**config.mk**
```make
export PLATFORM = sky130hd
export DESIGN_NAME = switch_debouncer
export DESIGN_NICKNAME = d
export VERILOG_FILES = /design/src/rtl/switch_debouncer.sv
export SDC_FILE = /design/constraint.sdc
export NUM_CORES = 1
export LEC_CHECK = 0
export CAP_MARGIN = 20
export CORE_AREA = 5 5 42 44
export CTS_BUF_LIST = sky130_fd_sc_hd__clkbuf_8
export DETAILED_ROUTE_END_ITERATION = 12
export DIE_AREA = 0 0 47 49
export PLACE_DENSITY = 0.73
export SYNTH_ARGS = -nofsm -noshare
export SYNTH_HDL_FRONTEND = slang
export SYNTH_SLANG_ARGS = --single-unit
```
**constraint.sdc**
```tcl
create_clock -name clk -period 2.12 [get_ports clk]
set_clock_uncertainty 0.2 [all_clocks]
set_input_delay 0.318 -clock clk [delete_from_list [all_inputs] [get_ports clk]]
set_output_delay 0.318 -clock clk [all_outputs]
set_load 0.005 [all_outputs]
```
**src/rtl/switch_debouncer.sv**
```systemverilog
// Debounces one mechanical switch: a two-flop synchronizer, then a stability counter
// that accepts a new level after DEBOUNCE_CYCLES consecutive mismatching cycles.
module switch_debouncer #(
  parameter int DEBOUNCE_CYCLES = 4,
  parameter int CNT_WIDTH       = 8
) (
  input  logic                 clk,
  input  logic                 rst_n,
  input  logic                 in,
  output logic                 out,
  output logic                 rise,
  output logic                 fall,
  output logic [CNT_WIDTH-1:0] toggle_cnt
);

  localparam int SW = ($clog2(DEBOUNCE_CYCLES) < 1) ? 1 : $clog2(DEBOUNCE_CYCLES);
  localparam logic [SW-1:0] LAST = SW'(DEBOUNCE_CYCLES - 1);

  logic                 sync1_q, sync2_q;
  logic [SW-1:0]        cnt_q, cnt_d;
  logic                 out_q, out_d;
  logic                 rise_q, rise_d;
  logic                 fall_q, fall_d;
  logic [CNT_WIDTH-1:0] tcnt_q, tcnt_d;

  // Counter value 0 is the idle state; any nonzero value means a new level is qualifying.
  always_comb begin
    cnt_d  = cnt_q;
    out_d  = out_q;
    rise_d = 1'b0;
    fall_d = 1'b0;
    tcnt_d = tcnt_q;
    if (sync2_q == out_q) begin
      cnt_d = '0;
    end else if (cnt_q == LAST) begin
      out_d  = sync2_q;
      cnt_d  = '0;
      tcnt_d = tcnt_q + CNT_WIDTH'(1);
      rise_d = sync2_q;
      fall_d = ~sync2_q;
    end else begin
      cnt_d = cnt_q + SW'(1);
    end
  end

  always_ff @(posedge clk or negedge rst_n) begin
    if (!rst_n) begin
      sync1_q <= 1'b0;
      sync2_q <= 1'b0;
      cnt_q   <= '0;
      out_q   <= 1'b0;
      rise_q  <= 1'b0;
      fall_q  <= 1'b0;
      tcnt_q  <= '0;
    end else begin
      sync1_q <= in;
      sync2_q <= sync1_q;
      cnt_q   <= cnt_d;
      out_q   <= out_d;
      rise_q  <= rise_d;
      fall_q  <= fall_d;
      tcnt_q  <= tcnt_d;
    end
  end

  assign out        = out_q;
  assign rise       = rise_q;
  assign fall       = fall_q;
  assign toggle_cnt = tcnt_q;

endmodule

```
==> impl_results.md, run 1 <==
- # diodes: 0
- Die extent in x: around 47 um
- Routed WL: 1.05 mm
- First-pass GRT wire length: 1.77 mm
- Share of the synthesized area in the top cell type: between 60% and 70%
- Post-Syn Area per Cell: approximately 13 um2
- GP Congestion: approximately 0.7
- Crit-path slowest cell: clkdlybuf4s50_1
- Final core utilization: between 50% and 60%
- Power per cell area: roughly 1100 nW/um2
- Final period util: about four fifths
- Leak: between 0.3 and 0.4 nW
- Clk buf depth: 2
- Synth cell count leaders: dfrtp_1 (15), xor2_1 (5), nor3_1 (4)
- Final setup vio count: 0
- Syn nets: 50
- DRT antenna net count: 0
- Via Count: 380
- Setup_tns: 0 ns
- Hold Vio Cnt, Final: 0
- Pre-Repair DR Iteration Count: 1
- Critical Path Fanout Max: 4
- Synthesis-to-layout area growth: 33.7%
- Vias per cell: just under 5
- FF+latch count, synth: 15
- Post-route DRC violation count: 0
- Chip height: roughly 49 um
- Finished Cell Area: 803 um2
- Crit-path cells: clkdlybuf4s50_1
- Peak VDD IR: roughly 0.57 mV
- Fill count: around 130
- Crit start category: register
- Port bufs: 13
- Gates resized, CTS repair: 0
- Crit-path leading delay family: buffers and inverters
- Worst hold path class: reg -> reg
- Clock latency on the worst-skew pair: 0.24 ns
- Crit end category: primary output
- Worst EP required: roughly 1.6 ns
- Post-CTS setup buffers: 0
- Buf/Inv on CP: 1
- Die area: 2300 um2
- Synth unique cells: 16
- Max-cap check violation count: 0
- Slew headroom: a little under three fifths
- Cells after synthesis: 45
- Status: finished, final reports clean
- Dominant synthesized flop cell: dfrtp_1
- CTS Buf Count: 3
- CP Class: reg -> out
- Worst EP arrival: about 1.2 ns
- Slowest stage delay, CP: 0.53 ns
- Initial Util: between 40 and 50%
- Clock Pin Slew Worst Setup and Hold Paths: about 0.060 ns
- Netlist Area Pre-Place: 601 um2
- Final #Nets: 69
- Slew @ Worst Pin: around 0.64 ns
- Slew Viols, Final: 0
- Post-synth EDFFs: 0
- Initial DRC count: 0
- H-tree depth: 1
- Synth area leader: dfrtp_1
- Post-detail-place hpwl: 786 um
- Unrepaired setup endpoints after global routing: false
- Cell with the most instances after synthesis: dfrtp_1
- GRT Resource Usage Total: between 10% and 20%
- Min Tclk post-route: around 1.7 ns
- CTS root buffer: clkbuf_8
- Synth top area cells: dfrtp_1 (63%), xor2_1 (7.3%), ha_1 (4.2%), nor3_1 (3.3%), nand4_1 (3.1%)
- Max Freq: slightly below 600 MHz
- TritonCTS clock tree: done
- Hold Buf Count CTS: 0
- Async SR Flop Fraction: 100%
- Ports: 14
- WL per Instance: between 10 and 15 um
- Core box area: between 1000 and 1500 um2
- Seq/Total Area, Yosys: 62.5%
- Maximum number of pins on one net before global-route repair: 16
- Total Power: approximately 0.85 mW
- Sinks on Clock Net: 15
- # rows: 14
- Layout cells sized above 1: 12.7%
- Vias in the first global route: 401
- Total gr overflow: 0
- Count of warnings emitted by yosys: 0
- Initial antenna violation count: 0
- Placement Cell Area: between 700 and 800 um2
[registers in the layout, indices dropped and copies added (netlist names)]
signal / cells
sync2_q: 1
out: 1
toggle_cnt: 8
sync1_q: 1
fall: 1
rise: 1
cnt_q: 2
[stage by stage]
step / worst slack [ns] / instances / hold slack, ns
after global placement: 0.614 / 75 / 0.138
after detailed placement: 0.540 / 75 / 0.140
after CTS: 0.392 / 79 / 0.154
after floorplan: 0.590 / 45 / -0.178
final: 0.402 / 79 / 0.151
after global routing: 0.363 / 79 / 0.167
[layer usage]
| layer | vias to the layer above | global-route usage [%] | wire (um) |
|---|---|---|---|
| met4 | 0 | 9.68 | 12 |
| met5 | - | 0 | 0 |
| met1 | 181 | 13.8 | 474 |
| met3 | 2 | 3.32 | 48 |
| met2 | 8 | 15.2 | 513 |
| li1 | 189 | - | - |
[power by group]
part	switching, mW	internal [mW]	total, mW	leakage, nW
Combinational	0.0893	0.149	0.238	0.167
Sequential	0.0494	0.338	0.387	0.198
Clock	0.0936	0.128	0.222	0.0269
[path summary, 6_finish.rpt]
path                            slack [ns]            end  cells after the start  startpoint
worst max-delay path                  0.40            out                      1         out
worst min-delay path                  0.15        sync2_q                      0     sync1_q
worst max register to register        0.51  toggle_cnt[7]                      4    cnt_q[0]
worst min register to register        0.15        sync2_q                      0     sync1_q
max in group asynchronous             1.04       cnt_q[0]                      1       rst_n
min in group asynchronous             0.27  toggle_cnt[2]                      1       rst_n
[cell usage in the layout, fill, tap and decap left out, drive strengths merged]
master,synthesis,final
and2b,1,1
buf,0,1
clkbuf,0,3
clkdlybuf4s50,0,13
dfrtp,15,15
ha,2,2
inv,1,2
mux2,1,1
nand2,3,3
nand2b,1,1
nand3b,1,1
nand4,3,3
nor2,3,3
nor3,4,4
nor3b,1,1
o21ai,1,1
xnor2,3,3
xor2,5,5
[cell type report]
class | instances | area [um2] | area share, %
tap | 16 | 20.0 | 2.49
multi-input combinational | 29 | 221 | 27.6
inverter | 1 | 3.75 | 0.467
timing repair buffer | 14 | 138 | 17.1
clock inverter | 1 | 3.75 | 0.467
sequential | 15 | 375 | 46.7
clock buffer | 3 | 41.3 | 5.14
[kinds of logic after synthesis]
kind of cell               after synthesis  synth area share [%]
adders and majority gates                2                  4.17
AOI/OAI and AO/OA                        1                 0.833
xor gates and xnor gates                 8                  12.9
DFF                                     15                  62.5
and+or+nand+nor                         17                  16.5
muxes                                    1                  2.50
buffers and inverters                    1                 0.624
(Power assumes the default switching activity.)
==> inputs of run 2 (changes only) <==
--- a/config.mk
+++ b/config.mk
@@ -6,11 +6,11 @@
 export NUM_CORES = 1
 export LEC_CHECK = 0
 export CAP_MARGIN = 20
-export CORE_AREA = 5 5 42 44
+export CORE_MARGIN = 5
+export CORE_UTILIZATION = 44
 export CTS_BUF_LIST = sky130_fd_sc_hd__clkbuf_8
 export DETAILED_ROUTE_END_ITERATION = 12
-export DIE_AREA = 0 0 47 49
-export PLACE_DENSITY = 0.73
+export PLACE_DENSITY = 0.75
 export SYNTH_ARGS = -nofsm -noshare
 export SYNTH_HDL_FRONTEND = slang
 export SYNTH_SLANG_ARGS = --single-unit
==> constraint.sdc (replaced) <==
create_clock -name clk -period 1.5 [get_ports clk]
set_clock_uncertainty 0.2 [all_clocks]
set_input_delay 0.225 -clock clk [delete_from_list [all_inputs] [get_ports clk]]
set_output_delay 0.225 -clock clk [all_outputs]
set_load 0.005 [all_outputs]
==> run 2 against run 1 <==
  * Via count grew 17%
  * Non-clock buffer count up 14
  * Core utilization increased by 15 points
  * Total power grew 59%
  * Largest cell class unchanged
  * Highest routed layer is now met3
==> impl_results.md, run 2 (same netlist as run 1, synthesis figures left out) <==
- WL per Instance: roughly 15 um
- Fill count: between 90 and 100
- Pre-Repair DR Iteration Count: 3
- Clock latency on the worst-skew pair: ~0.24 ns
- Chip height: 46.9 um
- Vias in the first global route: 472
- Via Count: approximately 450
- Critical Path Fanout Max: 3
- Power per cell area: 1430 nW/um2
- Crit end category: register
- Worst EP required: approximately 1.4 ns
- Max-cap check violation count: 0
- CP Class: reg -> reg
- Ports: 14
- Routed WL: around 1.3 mm
- Pint: roughly 0.95 mW
- Layout cells sized above 1: around 34%
- Final period util: a little over nine tenths
- Crit-path cells: buf_6, xnor2_4, nand2b_4, mux2_4
- Status: finished, final reports clean
- Hold Vio Cnt, Final: 0
- Synthesis-to-layout area growth: 57.5%
- Peak VDD IR: between 1 and 1.5 mV
- H-tree depth: 1
- Worst EP arrival: roughly 1.4 ns
- Largest register FFs: 8
- Seq pwr share: 38.8%
- Slew headroom: between 80% and 90%
- Post-route DRC violation count: 0
- # diodes: 0
- Worst r2r path cells: 4
- Clock Pin Slew Worst Setup and Hold Paths: ~0.06 ns
- First-pass GRT wire length: ~2.1 mm
- # rows: 13
- Final core utilization: 72.7%
- Switching pwr: 0.401 mW
- Vias per cell: approximately 4.8
- GP Congestion: roughly 0.81
- RR Startpoint: out
- Slowest stage delay, CP: ~0.4 ns
- R2R setup slack: roughly 0.024 ns
- Initial Util: between 40% and 50%
- Clock network fraction of total power: a little under a quarter
- CTS root buffer: clkbuf_8
- Commonest non-fill, non-tap cell in the layout: dfrtp_1
- Min Tclk post-route: ~1.5 ns
- Most frequent cells in the layout: dfrtp_1 (15), buf_4 (13), dlygate4sd2_1 (10)
- R2R Path End: toggle_cnt[1]
- Final #Nets: 83
- Total Power: roughly 1.3 mW
- GRT Resource Usage Total: ~14%
- Final setup vio count: 0
- Slew @ Worst Pin: between 0.2 and 0.25 ns
- Die area: approximately 2200 um2
- Initial antenna violation count: 0
- Combinational power share: 37.7%
- Port bufs: 13
- DRT antenna net count: 0
- TritonCTS clock tree: done
- Die extent in x: approximately 47 um
- CTS Buf Count: 3
- Crit-path slowest cell: dfrtp_1
- Setup_tns: 0 ns
- Max Freq: between 600 and 700 MHz
- Slew Viols, Final: 0
- Sinks on Clock Net: 15
- Crit start category: register
- Post-detail-place hpwl: between 700 and 800 um
- Total gr overflow: 0
- Sw Share: 29.8%
- Core box area: ~1300 um2
- WHS: roughly 0.093 ns
- Clk buf depth: 2
- Initial DRC count: 9
- Worst hold path class: in -> async
- Maximum number of pins on one net before global-route repair: 16
- Leak: approximately 0.54 nW
==> run 2: changes by cell type in the layout (fill, tap and decap cells not counted), sizes merged <==
cell           change
buf               +14
clkdlybuf4s50     -11
dlygate4sd2       +10
dlymetal6s2s       +1
==> run 2: layer usage <==
layer,global-route usage (%),vias to the layer above,routed length [um]
met5,0,-,0
met4,1.66,0,0
met3,4.98,0,82
met2,23.8,11,686
met1,17.9,218,571
li1,-,216,-
==> run 2: worst max-delay path by stage <==
stage / startpoint / end / slack (ns) / depth (start not counted)
finish: out / toggle_cnt[1] / 0.02 / 4
global route: out / toggle_cnt[7] / -0.04 / 5
CTS: cnt_q[0] / toggle_cnt[5] / 0.002 / 4
detailed placement: cnt_q[0] / toggle_cnt[7] / -0.005 / 4
global placement: cnt_q[0] / toggle_cnt[7] / 0.07 / 4
floorplan: out / toggle_cnt[1] / -0.003 / 3
==> run 2: layout make-up <==
cell class,count,area [um2],area share (%)
Timing Repair Buffer,28,240,25.4
Tap cell,15,18.8,1.98
Inverter,1,3.75,0.397
Multi-Input combinational cell,29,263,27.8
Clock buffer,3,41.3,4.37
Clock inverter,1,3.75,0.397
Sequential cell,15,375,39.7
==> run 2: critical path: cells and delay by family, from the launching register on <==
family | cells | cell delay [ns]
flops | 1 | 0.40
mux | 1 | 0.29
xor+xnor | 1 | 0.17
simple gates | 1 | 0.16
buf+inv | 1 | 0.14
==> run 2: stage by stage <==
stage          worst slack [ns]  area, um2  cells
6_report                 0.0237        946     92
5_1_grt                 -0.0398        946     92
4_1_cts                 0.00242        877     89
3_5_place_dp           -0.00539        779     77
3_3_place_gp             0.0687        779     77
2_1_floorplan          -0.00270        601     45
==> run 2: power by group through the flow <==
stage | logic, mW | clock network, mW | registers, mW
2_1_floorplan | 0.171 | 0 | 0.548
3_3_place_gp | 0.339 | 0 | 0.551
3_5_place_dp | 0.347 | 0 | 0.554
4_1_cts | 0.419 | 0.323 | 0.515
5_1_grt | 0.547 | 0.353 | 0.531
6_report | 0.508 | 0.318 | 0.523
==> run 2: what timing repair did <==
action                                  CTS  global route
pin swaps                                 0             5
hold buffers                              0             0
gates resized for setup                  11             9
setup buffers                             8             3
endpoints found under the setup margin   11             6
==> inputs of run 3 (changes only) <==
--- a/config.mk
+++ b/config.mk
@@ -10,6 +10,7 @@
 export CORE_UTILIZATION = 44
 export CTS_BUF_LIST = sky130_fd_sc_hd__clkbuf_8
 export DETAILED_ROUTE_END_ITERATION = 12
+export GPL_TIMING_DRIVEN = 0
 export PLACE_DENSITY = 0.75
 export SYNTH_ARGS = -nofsm -noshare
 export SYNTH_HDL_FRONTEND = slang
==> run 3 against run 2 <==
  * Maximum frequency grew 0.57%
  * Register-to-register slack is essentially flat
  * Total power grew 0.68%
  * Flip-flop and latch count is the same
  * Via count grew 3.4%
  * Hold slack gained 0.084 ns
  * Sequential share of layout area grew 0.91 points
  * Setup slack gained 0.0083 ns
  * Critical path depth shrank 1
  * Non-clock buffer count shrank 1
  * Cell area shrank 1.6%
  * Largest power group unchanged
  * Highest routed layer unchanged
==> impl_results.md, run 3 (same netlist as run 1, synthesis figures left out) <==
- Status: finished, final reports clean
- Min Tclk post-route: 1.47 ns
- Initial DRC count: 5
- Crit start category: register
- M2 GR Usage: 25.7%
- Final setup vio count: 0
- # diodes: 0
- Chip height: 46.9 um
- Critical Path Fanout Max: 5
- CP Class: reg -> reg
- Slew Viols, Final: 0
- Port bufs: 13
- Leak: 0.529 nW
- Hold Vio Cnt, Final: 0
- Sinks on Clock Net: 15
- TritonCTS clock tree: done
- Met1 GRT Util: 17.5%
- Via Count: 460
- Hold Buf Count CTS: 0
- Peak VDD IR: 1.15 mV
- Total gr overflow: 0
- Post-route DRC violation count: 0
- Core box area: ~1300 um2
- Most frequent cells in the layout: buf_4 (14), dfrtp_1 (13), dlygate4sd2_1 (9)
- Final #Nets: 82
- Dpl cells: 73
- Die area: 2200 um2
- Worst EP required: approximately 1.4 ns
- Final period util: a little over nine tenths
- GRT Resource Usage Total: ~15%
- Total Power: about 1.4 mW
- Crit end category: register
- Slew headroom: 56.0%
- Vias in the first global route: ~500
- Slew @ Worst Pin: ~0.66 ns
- H-tree depth: 1
- Synthesis-to-layout area growth: 55.0%
- CTS Buf Count: 3
- DRT antenna net count: 0
- Worst hold path class: in -> async
- Worst EP arrival: between 1 and 1.5 ns
- Max Freq: between 600 and 700 MHz
- Initial Util: 46.2%
- WHS: ~0.18 ns
- First-pass GRT wire length: approximately 2.2 mm
- Final core utilization: 71.5%
- GR Util met3: around 5%
- Layout cells sized above 1: around 36%
- Max-cap check violation count: 0
- Placement Cell Area: approximately 750 um2
- Routed WL: between 1 and 1.5 mm
- Clk buf depth: 2
- Initial antenna violation count: 0
- Gr busiest metal: met2
- WL per Instance: about 15 um
- Largest register FFs: 8
- Vias per cell: roughly 5.1
- Maximum number of pins on one net before global-route repair: 16
- Ports: 14
- Pre-Repair DR Iteration Count: 4
- Finished Cell Area: around 930 um2
- Clock Pin Slew Worst Setup and Hold Paths: approximately 0.060 ns
- GP Congestion: just over 0.7
- Commonest non-fill, non-tap cell in the layout: buf_4
- Clock latency on the worst-skew pair: between 0.2 and 0.25 ns
- CTS root buffer: clkbuf_8
- Post-layout instance count excluding filler cells: 91
- Power per cell area: between 1000 and 1500 nW/um2
- Die extent in x: between 40 and 50 um
- # rows: 13
==> run 3: final timing paths <==
kind                               from       endpoint  slack [ns]  cells past startpoint
worst max-delay path            sync2_q  toggle_cnt[1]        0.03                      3
worst min-delay path              rst_n        sync1_q        0.18                      1
worst max register to register  sync2_q  toggle_cnt[1]        0.03                      3
worst min register to register  sync1_q        sync2_q        0.18                      0
max in group asynchronous         rst_n            out        0.46                      1
min in group clk                sync1_q        sync2_q        0.18                      0
==> run 3: area by class of cell <==
class | instances | area, um2
Sequential cell | 15 | 378
Fill cell | 110 | 370
Multi-Input combinational cell | 29 | 255
Timing Repair Buffer | 27 | 229
Clock buffer | 3 | 41.3
Tap cell | 15 | 18.8
Clock inverter | 1 | 5.00
Inverter | 1 | 3.75
==> run 3: routing by layer <==
layer	vias to the layer above	share of wire, %	wire [um]
met1	233	39	534
met3	0	5.5	75
met2	13	55	745
met5	-	0	0
li1	214	-	-
met4	0	0	0
==> run 3: metrics by stage <==
step	TNS [ns]	setup slack, ns
2_1_floorplan	-0.00270	-0.00270
3_3_place_gp	-0.233	-0.128
3_5_place_dp	-0.363	-0.144
4_1_cts	-0.0580	-0.0580
5_1_grt	-0.0700	-0.0229
6_report	0	0.0320
==> run 3: worst max-delay path, stage by stage, from the launching register on <==
cell and delay [ns]:
dfrtp_2 0.45, xnor2_4 0.24, nand2b_4 0.18, mux2_4 0.29
==> run 3: power by group <==
part           leakage (nW)  switching (mW)  internal [mW]
logic                 0.308           0.185          0.298
clock network        0.0255           0.139          0.184
registers             0.195          0.0713          0.480
total                 0.529           0.395          0.962
==> run 3: what timing repair did <==
item | 4_1_cts | 5_1_grt
gates resized for setup | 13 | 5
endpoints found under the hold margin | 0 | 0
setup endpoints to repair | 13 | 6
setup buffers | 8 | 6
pin swaps | 1 | 4
